<file path="src/rtl/spi_pkg.sv">
// rtl/spi_pkg.sv - shared defaults and FSM encoding for the SPI shift engine
package spi_pkg;

  localparam int SPI_DATA_W = 32;
  localparam int SPI_LEN_W  = 5;
  localparam int SPI_DIV_W  = 8;

  typedef enum logic [1:0] {
    ST_IDLE  = 2'd0,
    ST_LEAD  = 2'd1,
    ST_XFER  = 2'd2,
    ST_TRAIL = 2'd3
  } spi_state_t;

endpackage

</file>
<file path="src/rtl/spi_clk_tick.sv">
// rtl/spi_clk_tick.sv - divider down-counter producing one tick every div+1 cycles
module spi_clk_tick #(
  parameter int DIV_W = 8
) (
  input  logic             clk,
  input  logic             rst,
  input  logic             load,
  input  logic             en,
  input  logic [DIV_W-1:0] div,
  output logic             tick
);

  logic [DIV_W-1:0] cnt;
  logic [DIV_W-1:0] div_q;

  // The divider is captured on load so later changes to div cannot stretch a running transfer.
  always_ff @(posedge clk) begin
    if (rst) begin
      cnt   <= '0;
      div_q <= '0;
    end else if (load) begin
      cnt   <= div;
      div_q <= div;
    end else if (en) begin
      if (cnt == '0) begin
        cnt <= div_q;
      end else begin
        cnt <= cnt - DIV_W'(1);
      end
    end
  end

  assign tick = en && !load && (cnt == '0);

endmodule

</file>
<file path="src/rtl/spi_shift_engine.sv">
// rtl/spi_shift_engine.sv - full-duplex SPI master shift engine with configurable mode, length and divider
module spi_shift_engine
  import spi_pkg::*;
#(
  parameter int DATA_W = SPI_DATA_W,
  parameter int LEN_W  = SPI_LEN_W,
  parameter int DIV_W  = SPI_DIV_W
) (
  input  logic              FCLK_CLK0,
  input  logic              RST,
  input  logic              i_start,
  input  logic [DATA_W-1:0] i_tx_data,
  input  logic [LEN_W-1:0]  i_num_bits,
  input  logic [DIV_W-1:0]  i_clk_div,
  input  logic              i_cpol,
  input  logic              i_cpha,
  input  logic              i_lsb_first,
  output logic              o_busy,
  output logic              o_done,
  output logic [DATA_W-1:0] o_rx_data,
  output logic              o_cs_n,
  output logic              o_sclk,
  output logic              o_mosi,
  input  logic              i_miso
);

  spi_state_t state, state_nxt;

  logic              accept;
  logic              tick;
  logic              tick_en;
  logic              leading;
  logic              last_edge;
  logic              sample_en;
  logic              drive_en;
  logic              cpha_q;
  logic              lsb_q;
  logic [LEN_W-1:0]  nm1_in;
  logic [LEN_W-1:0]  nm1_q;
  logic [LEN_W:0]    edge_cnt;
  logic [DATA_W-1:0] tx_load;
  logic [DATA_W-1:0] tx_sr;
  logic [DATA_W-1:0] rx_sr;

  function automatic logic head_bit(input logic [DATA_W-1:0] sr, input logic lsb);
    return lsb ? sr[0] : sr[DATA_W-1];
  endfunction

  function automatic logic [DATA_W-1:0] advance(input logic [DATA_W-1:0] sr, input logic lsb);
    return lsb ? (sr >> 1) : (sr << 1);
  endfunction

  assign accept  = i_start && !o_busy && (state == ST_IDLE);
  assign tick_en = (state != ST_IDLE);

  // N-1 wraps 0 to all-ones, so a zero length naturally selects DATA_W bits;
  // ~(N-1) equals DATA_W-N because DATA_W is 2**LEN_W.
  assign nm1_in  = i_num_bits - LEN_W'(1);
  assign tx_load = i_lsb_first ? i_tx_data : (i_tx_data << ~nm1_in);

  assign leading   = ~edge_cnt[0];
  assign last_edge = (edge_cnt == {nm1_q, 1'b1});
  assign sample_en = tick && (state == ST_XFER) && (leading ^ cpha_q);
  assign drive_en  = tick && (state == ST_XFER) &&
                     (cpha_q ? leading : (!leading && !last_edge));

  spi_clk_tick #(
    .DIV_W (DIV_W)
  ) u_clk_tick (
    .clk  (FCLK_CLK0),
    .rst  (RST),
    .load (accept),
    .en   (tick_en),
    .div  (i_clk_div),
    .tick (tick)
  );

  always_ff @(posedge FCLK_CLK0) begin
    if (RST) begin
      state <= ST_IDLE;
    end else begin
      state <= state_nxt;
    end
  end

  always_comb begin
    state_nxt = state;
    case (state)
      ST_IDLE:  if (accept) state_nxt = ST_LEAD;
      ST_LEAD:  if (tick) state_nxt = ST_XFER;
      ST_XFER:  if (tick && last_edge) state_nxt = ST_TRAIL;
      ST_TRAIL: if (tick) state_nxt = ST_IDLE;
      default:  state_nxt = ST_IDLE;
    endcase
  end

  always_ff @(posedge FCLK_CLK0) begin
    if (RST) begin
      o_busy    <= 1'b0;
      o_done    <= 1'b0;
      o_rx_data <= '0;
      o_cs_n    <= 1'b1;
      o_sclk    <= 1'b0;
      o_mosi    <= 1'b0;
      cpha_q    <= 1'b0;
      lsb_q     <= 1'b0;
      nm1_q     <= '0;
      edge_cnt  <= '0;
      tx_sr     <= '0;
      rx_sr     <= '0;
    end else begin
      o_done <= 1'b0;
      // busy stays up through the done cycle so a start there is ignored
      if (o_done) begin
        o_busy <= 1'b0;
      end

      if (accept) begin
        o_busy   <= 1'b1;
        o_cs_n   <= 1'b0;
        o_sclk   <= i_cpol;
        cpha_q   <= i_cpha;
        lsb_q    <= i_lsb_first;
        nm1_q    <= nm1_in;
        edge_cnt <= '0;
        rx_sr    <= '0;
        if (!i_cpha) begin
          o_mosi <= head_bit(tx_load, i_lsb_first);
          tx_sr  <= advance(tx_load, i_lsb_first);
        end else begin
          tx_sr  <= tx_load;
        end
      end

      if (tick && (state == ST_XFER)) begin
        o_sclk   <= ~o_sclk;
        edge_cnt <= edge_cnt + (LEN_W + 1)'(1);
      end

      if (sample_en) begin
        rx_sr <= lsb_q ? {i_miso, rx_sr[DATA_W-1:1]} : {rx_sr[DATA_W-2:0], i_miso};
      end

      if (drive_en) begin
        o_mosi <= head_bit(tx_sr, lsb_q);
        tx_sr  <= advance(tx_sr, lsb_q);
      end

      // LSB-first fills from the top, so right-align by DATA_W-N at completion
      if (tick && (state == ST_TRAIL)) begin
        o_cs_n    <= 1'b1;
        o_done    <= 1'b1;
        o_rx_data <= lsb_q ? (rx_sr >> ~nm1_q) : rx_sr;
      end
    end
  end

endmodule

</file>
<file path="config.mk">
export PLATFORM = sky130hd
export DESIGN_NAME = spi_shift_engine
export DESIGN_NICKNAME = d
export VERILOG_FILES = /design/src/rtl/spi_pkg.sv /design/src/rtl/spi_clk_tick.sv /design/src/rtl/spi_shift_engine.sv
export SDC_FILE = /design/constraint.sdc
export NUM_CORES = 1
export LEC_CHECK = 0
export ABC_CLOCK_PERIOD_IN_PS = 4100
export BUFFER_PORTS_ARGS = -buffer_cell sky130_fd_sc_hd__buf_2
export CORE_UTILIZATION = 40
export CTS_CLUSTER_DIAMETER = 40
export DETAILED_ROUTE_END_ITERATION = 10
export GPL_ROUTABILITY_DRIVEN = 0
export SLEW_MARGIN = 25
export SYNTH_ARGS = -nofsm -noshare
export SYNTH_HDL_FRONTEND = slang
export SYNTH_SLANG_ARGS = --single-unit
export TNS_END_PERCENT = 100
</file>
<file path="constraint.sdc">
create_clock -name FCLK_CLK0 -period 4.1 [get_ports FCLK_CLK0]
set_input_delay 0.82 -clock FCLK_CLK0 [delete_from_list [all_inputs] [get_ports FCLK_CLK0]]
set_output_delay 0.82 -clock FCLK_CLK0 [all_outputs]
set_load 0.02 [all_outputs]
</file>
== Word level (Yosys, flattened, before mapping) ==
Cells that the tools add are included.

* Bits in registers: 132
* Bits in latches: 0
* Bits in writable memories: 0
* ROM bits: 0
* Logic and storage cells: 89
* Memories: 0

* Add/sub/neg operators: 3
* $mul: 0
* Div/mod/pow operators: 0
* $lt $le $gt $ge: 0
* Equal/unequal tests: 9
* Shifts and indexed selects: 2
* Multiplexer cells: 31
* Bitwise operators: 5
* Reductions and logical operators: 24

{| class="wikitable"
|+ Operator list
! cell !! count
|-
| $mux 32 || 10
|-
| $shl 32x5->32 || 1
|-
| $shr 32x5->32 || 1
|-
| $mux 8 || 3
|-
| $mux 6 || 2
|-
| $reduce_bool 2->1 || 6
|-
| $mux 1 || 11
|-
| $logic_and 1x1->1 || 10
|-
| $not 5->5 || 2
|-
| $logic_not 8->1 || 1
|-
| $mux 2 || 4
|-
| $pmux 2 s4 || 1
|-
| $sub 8x1->8 const B || 1
|-
| $add 6x1->6 const B || 1
|-
| $eq 6x6->1 || 1
|-
| $ne 2x1->1 const B || 3
|-
| $sub 5x1->5 const B || 1
|-
| $eq 2x2->1 const B || 2
|-
| $ne 2x2->1 const B || 2
|-
| $reduce_and 4->1 || 1
|-
| $logic_not 1->1 || 3
|-
| $eq 2x1->1 const B || 1
|-
| $logic_not 2->1 || 1
|-
| $not 1->1 || 2
|-
| other kinds (3) || 3
|}

== Depth between registers and ports, before layout ==
* Depth in word-level cells: 10
* Mapped depth: 13

== Cells and area by module ==
Synthesis repeated with hierarchy kept, for this count alone.

* Cell total of the unflattened synthesis: 1298
* Area total of the unflattened synthesis: 10565.1 um^2

{| class="wikitable"
|+ By module, submodules not included
! module !! instances !! cells each !! area each (um^2) !! sequential area each (um^2)
|-
| spi_shift_engine || 1 || 1203 || 9698.1 || 2322.2
|-
| spi_clk_tick || 1 || 95 || 867.1 || 320.3
|}

== Worst setup path after synthesis ==
Ideal clock, no wire load.

* Kind: input-to-reg
* Start: input port i_num_bits[0]
* End: register tx_sr[29]
* Library setup time: 122 ps
* Arrival: 3528 ps
* Slack: 450 ps
* Stages on the path: 12
* Buffers on the path: 3
* Cells stage by stage: clkinv_1 -> clkbuf_1 -> ha_1 -> buf_2 -> buf_2 -> mux2_2 -> mux4_2 -> nor2_1 -> a21oi_1 -> a22oi_1 -> nand2_1 -> a311o_1

* Word-level cells in the longest chain between the ends: 8

{| class="wikitable"
|+ RTL lines
! item !! RTL line !! source
|-
| start, declared || spi_shift_engine.sv:13 || <nowiki>input logic [LEN_W-1:0] i_num_bits,</nowiki>
|-
| $sub 5x1->5 (*) || spi_shift_engine.sv:58 || <nowiki>assign nm1_in = i_num_bits - LEN_W'(1);</nowiki>
|-
| net nm1_in[0] || spi_shift_engine.sv:38 || <nowiki>logic [LEN_W-1:0] nm1_in;</nowiki>
|-
| $not 5->5 (*) || spi_shift_engine.sv:59 || <nowiki>assign tx_load = i_lsb_first ? i_tx_data : (i_tx_data << ~nm1_in);</nowiki>
|-
| $shl 32x5->32 (*) || spi_shift_engine.sv:59 ||
|-
| $mux 32 (*) || spi_shift_engine.sv:59 ||
|-
| $mux 32 || spi_shift_engine.sv:50 || <nowiki>return lsb ? (sr >> 1) : (sr << 1);</nowiki>
|-
| $mux 32 (*) || spi_shift_engine.sv:127 || <nowiki>if (!i_cpha) begin</nowiki>
|-
| $mux 32 (*) || spi_shift_engine.sv:118 || <nowiki>if (accept) begin</nowiki>
|-
| $mux 32 (*) || spi_shift_engine.sv:144 || <nowiki>if (drive_en) begin</nowiki>
|-
| end signal, assigned || spi_shift_engine.sv:129 || <nowiki>tx_sr <= advance(tx_load, i_lsb_first);</nowiki>
|-
| end signal, assigned || spi_shift_engine.sv:131 || <nowiki>tx_sr <= tx_load;</nowiki>
|-
| end signal, assigned || spi_shift_engine.sv:146 || <nowiki>tx_sr <= advance(tx_sr, lsb_q);</nowiki>
|-
| end, declared || spi_shift_engine.sv:42 || <nowiki>logic [DATA_W-1:0] tx_sr;</nowiki>
|}

The timed path passes the listed nets; every way through them passes the cells marked *. The select of a mux whose other input is x is not followed.
A chain may end at the register's enable or synchronous reset.

== Worst setup path in the final report ==
* Start: register u_clk_tick.cnt[0]
* End: register o_rx_data[5]

* Word-level cells in the longest chain between the ends: 3

{| class="wikitable"
|+ RTL lines
! item !! RTL line !! source
|-
| start, declared || spi_clk_tick.sv:13 || <nowiki>logic [DIV_W-1:0] cnt;</nowiki>
|-
| start signal, assigned || spi_clk_tick.sv:22 || <nowiki>cnt <= div;</nowiki>
|-
| start signal, assigned || spi_clk_tick.sv:26 || <nowiki>cnt <= div_q;</nowiki>
|-
| start signal, assigned || spi_clk_tick.sv:28 || <nowiki>cnt <= cnt - DIV_W'(1);</nowiki>
|-
| $logic_not 8->1 || spi_clk_tick.sv:33 || <nowiki>assign tick = en && !load && (cnt == '0);</nowiki>
|-
| $logic_and 1x1->1 || spi_clk_tick.sv:33 ||
|-
| $logic_and 1x1->1 || spi_shift_engine.sv:150 || <nowiki>if (tick && (state == ST_TRAIL)) begin</nowiki>
|-
| end signal, assigned || spi_shift_engine.sv:153 || <nowiki>o_rx_data <= lsb_q ? (rx_sr >> ~nm1_q) : rx_sr;</nowiki>
|-
| end, declared || spi_shift_engine.sv:20 || <nowiki>output logic [DATA_W-1:0] o_rx_data,</nowiki>
|}

Every way passes these cells.

==> flow_summary.ini <==
[status]
status = complete, no violations

[die]
start_util_pct = 40.7
rows = 58
die_x_um = 162
core_area_um2 = 25100
die_area_um2 = 26200
die_h_um = 162
io_pins = 89

[pwr]
netSwitchingFraction_pct = 39.6
seqPwrFrac_pct = 31.4
p_int_uw = 3190
clock_power_share_pct = 28.8
p_leak_uw = 0.00419
powerDensity_nw_per_um2 = 464
pwr-share-comb_pct = 39.8
p_sw_uw = 2090
peakVddDrop_v = 0.000293

[timing]
worst_pin_slew_ns = 1.00
fin_setup_tns_ns = 0
timing.fmax_mhz = 286
rsz0062_at_grt = no
finalSetupViolCount = 0
slew_violations = 0
finalCriticalPeriod_ns = 3.50
final.setup.worst_slack_ns = 0.603
slew_headroom_pct = 33.2
final_hold_viol_count = 0
finalCritPeriodShare_pct = 85.3
fin_skew_ns = 0.0108
hold_ws_ns = 0.433

[yosys]
ys_warn_count = 0
synth_top_area_cell = dfxtp_1
synth_area_leaders = dfxtp_1, mux4_2, mux2i_1
synth_common_cells = nand2_1, nor2_1, dfxtp_1, mux2i_1, a21oi_1
synth-edff-count = 0
synth.top_cell.area_share_pct = 25.9
netlist-cell-type-count = 72
synthArstFlopShare_pct = 0
yosysSeqAreaShare_pct = 25.9
synth_area_um2 = 10200
ys_ff_latch = 132
avgSynthCellArea_um2 = 8.22
synth.most_common_cell = nand2_1
synthCells = 1244
synth-main-ff-cell = dfxtp_1
syn-num-nets = 1305

[clock_network]
cts.hold.buffers_added = 0
cts.path.max_buffers = 2
clk_latency_ns = 0.42
cts_made_buffers = 17
cts_resized = 0
post-cts-setup-buffers = 0
cts.clk_slew.worst_paths_ns = 0.07
clock-root-buffer = clkbuf_16
htreeDepth = 4
tritoncts = yes
cts_sinks = 132

[setup_path]
critPathBufInv = 2
end_kind = flop
cpMaxStageDelayCell = inv_1
worstPathArrival_ns = 3.86
startpoint_type = flop
cp_data_required_time_ns = 4.47
cp_cell_sequence = inv_1 -> ha_1 -> nor3b_1 -> nand2_1 -> nor2_1 -> nand3_1 -> inv_1 -> o21ai_0 -> a21oi_1 -> a21o_1
crit_path_max_incr_delay_ns = 0.63
path_delay_family = simple AND/OR/NAND/NOR gates
worstSetupPathType = reg -> reg
cpMostUsedCell = inv_1
cp_max_fo = 20

[global_routing]
grt_pass1_vias = 9393
grt_usage_pct = 24.4
grt_overflow_total = 0
grt_pass1_wl_um = 51200
antenna_found_initial = 0
grt_max_degree = 90

[cells_and_area]
stdcell_area_um2 = 11400
num-fill-cells = 2587
antenna_cells = 0
nNetsFinal = 1333
syn_to_final_growth_pct = 11.5
layout-drive-gt1-share_pct = 21.2

[job]
maxCapViolations = 0

[routing]
drc_errors = 0
first_pass_iters = 5
wl_per_cell_um = 19.6
drtAntennaViolNets = 0
route.vias.total = 10000
vias_per_cell = 6.22
drtIter0Drc = 946
finalWirelength_um = 31700

[placement]
post-place-ws_ns = 0.359
hpwlAfterDp_um = 22400
post_dp_cell_area_um2 = 10800
numPortBuffers = 88

[min_path]
holdCritPathClass = reg -> reg
==> power by group through the flow <==
| stage | Combinational (uW) | Clock [uW] | Sequential (uW) |
|---|---|---|---|
| after floorplan | 1660 | 0 | 1600 |
| after global placement | 2060 | 0 | 1680 |
| after detailed placement | 2080 | 0 | 1680 |
| after CTS | 2090 | 1550 | 1650 |
| after global routing | 2310 | 1610 | 1680 |
| final | 2100 | 1520 | 1660 |
==> through the flow <==
stage          utilization, %  total power, uW  cells
5_1_grt                  45.4             5600   1615
2_1_floorplan               -             3260   1244
4_1_cts                  45.4             5290   1615
3_5_place_dp             43.0             3760   1583
3_3_place_gp             43.0             3740   1583
6_report                 45.4             5280   1615
==> sequential cells by signal, indices dropped and copies added (netlist names) <==
| register | count |
|---|---|
| cpha_q | 1 |
| edge_cnt | 6 |
| lsb_q | 1 |
| nm1_q | 5 |
| o_busy | 1 |
| o_cs_n | 1 |
| o_done | 1 |
| o_mosi | 1 |
| o_rx_data | 32 |
| o_sclk | 1 |
| rx_sr | 32 |
| state | 2 |
| tx_sr | 32 |
| u_clk_tick.cnt | 8 |
| u_clk_tick.div_q | 8 |
==> path summary, 6_finish.rpt <==
| kind | from | endpoint | slack [ns] | cells after the start |
|---|---|---|---|---|
| worst max-delay path | u_clk_tick.cnt[0] | o_rx_data[5] | 0.60 | 10 |
| worst min-delay path | o_rx_data[7] | o_rx_data[7] | 0.43 | 2 |
| worst max register to register | u_clk_tick.cnt[0] | o_rx_data[5] | 0.60 | 10 |
| worst min register to register | o_rx_data[7] | o_rx_data[7] | 0.43 | 2 |
==> final cells by class <==
type | instances | area, um^2 | share of cell area [%]
Sequential cell | 132 | 2650 | 23.2
Tap cell | 330 | 413 | 3.62
Inverter | 15 | 56.3 | 0.494
Clock inverter | 15 | 158 | 1.38
Multi-Input combinational cell | 988 | 7030 | 61.7
Clock buffer | 17 | 425 | 3.73
Timing Repair Buffer | 118 | 666 | 5.84
==> cell usage in the layout, fill, tap and decap left out, drive strengths merged, types with 5 or more instances in the layout <==
cell and instances:
nand2 179, nor2 151, dfxtp 132, buf 118, a21oi 100, mux2i 93
o21ai 74, mux4 58, a31oi 41, mux2 32, nand3 30, a211oi 26
nor3 24, o211ai 18, clkbuf 17, inv 17, a22o 13, a311oi 11
a22oi 10, a21o 9, xnor2 9, ha 9, o221ai 7, a221oi 6
nand2b 6, nor2b 6, clkinv 6, a32oi 5, and3 5, o211a 5
clkinvlp 5
==> tightest hold or removal path, delay by kind of cell, from the launching register on <==
| kind | cells | cell delay [ns] |
|---|---|---|
| and+or+nand+nor | 2 | 0.09 |
| DFF | 1 | 0.31 |
==> kinds of logic after synthesis <==
logic type	after synthesis	synth area share (%)
xor+xnor	12	1.03
simple gates	427	17.9
flops	132	25.9
mux	183	25.4
fa+ha+maj	9	1.10
compound gates	357	23.0
buf+inv	124	5.72
==> layer usage <==
metal,share of wire [%],global-route usage (%),up-vias
li1,-,-,4693
met1,44,32.7,4811
met2,47,39.1,455
met3,6.7,4.06,81
met4,3.2,9.35,0
met5,0,0,-
No activity file was read; power rests on OpenSTA's default activity.
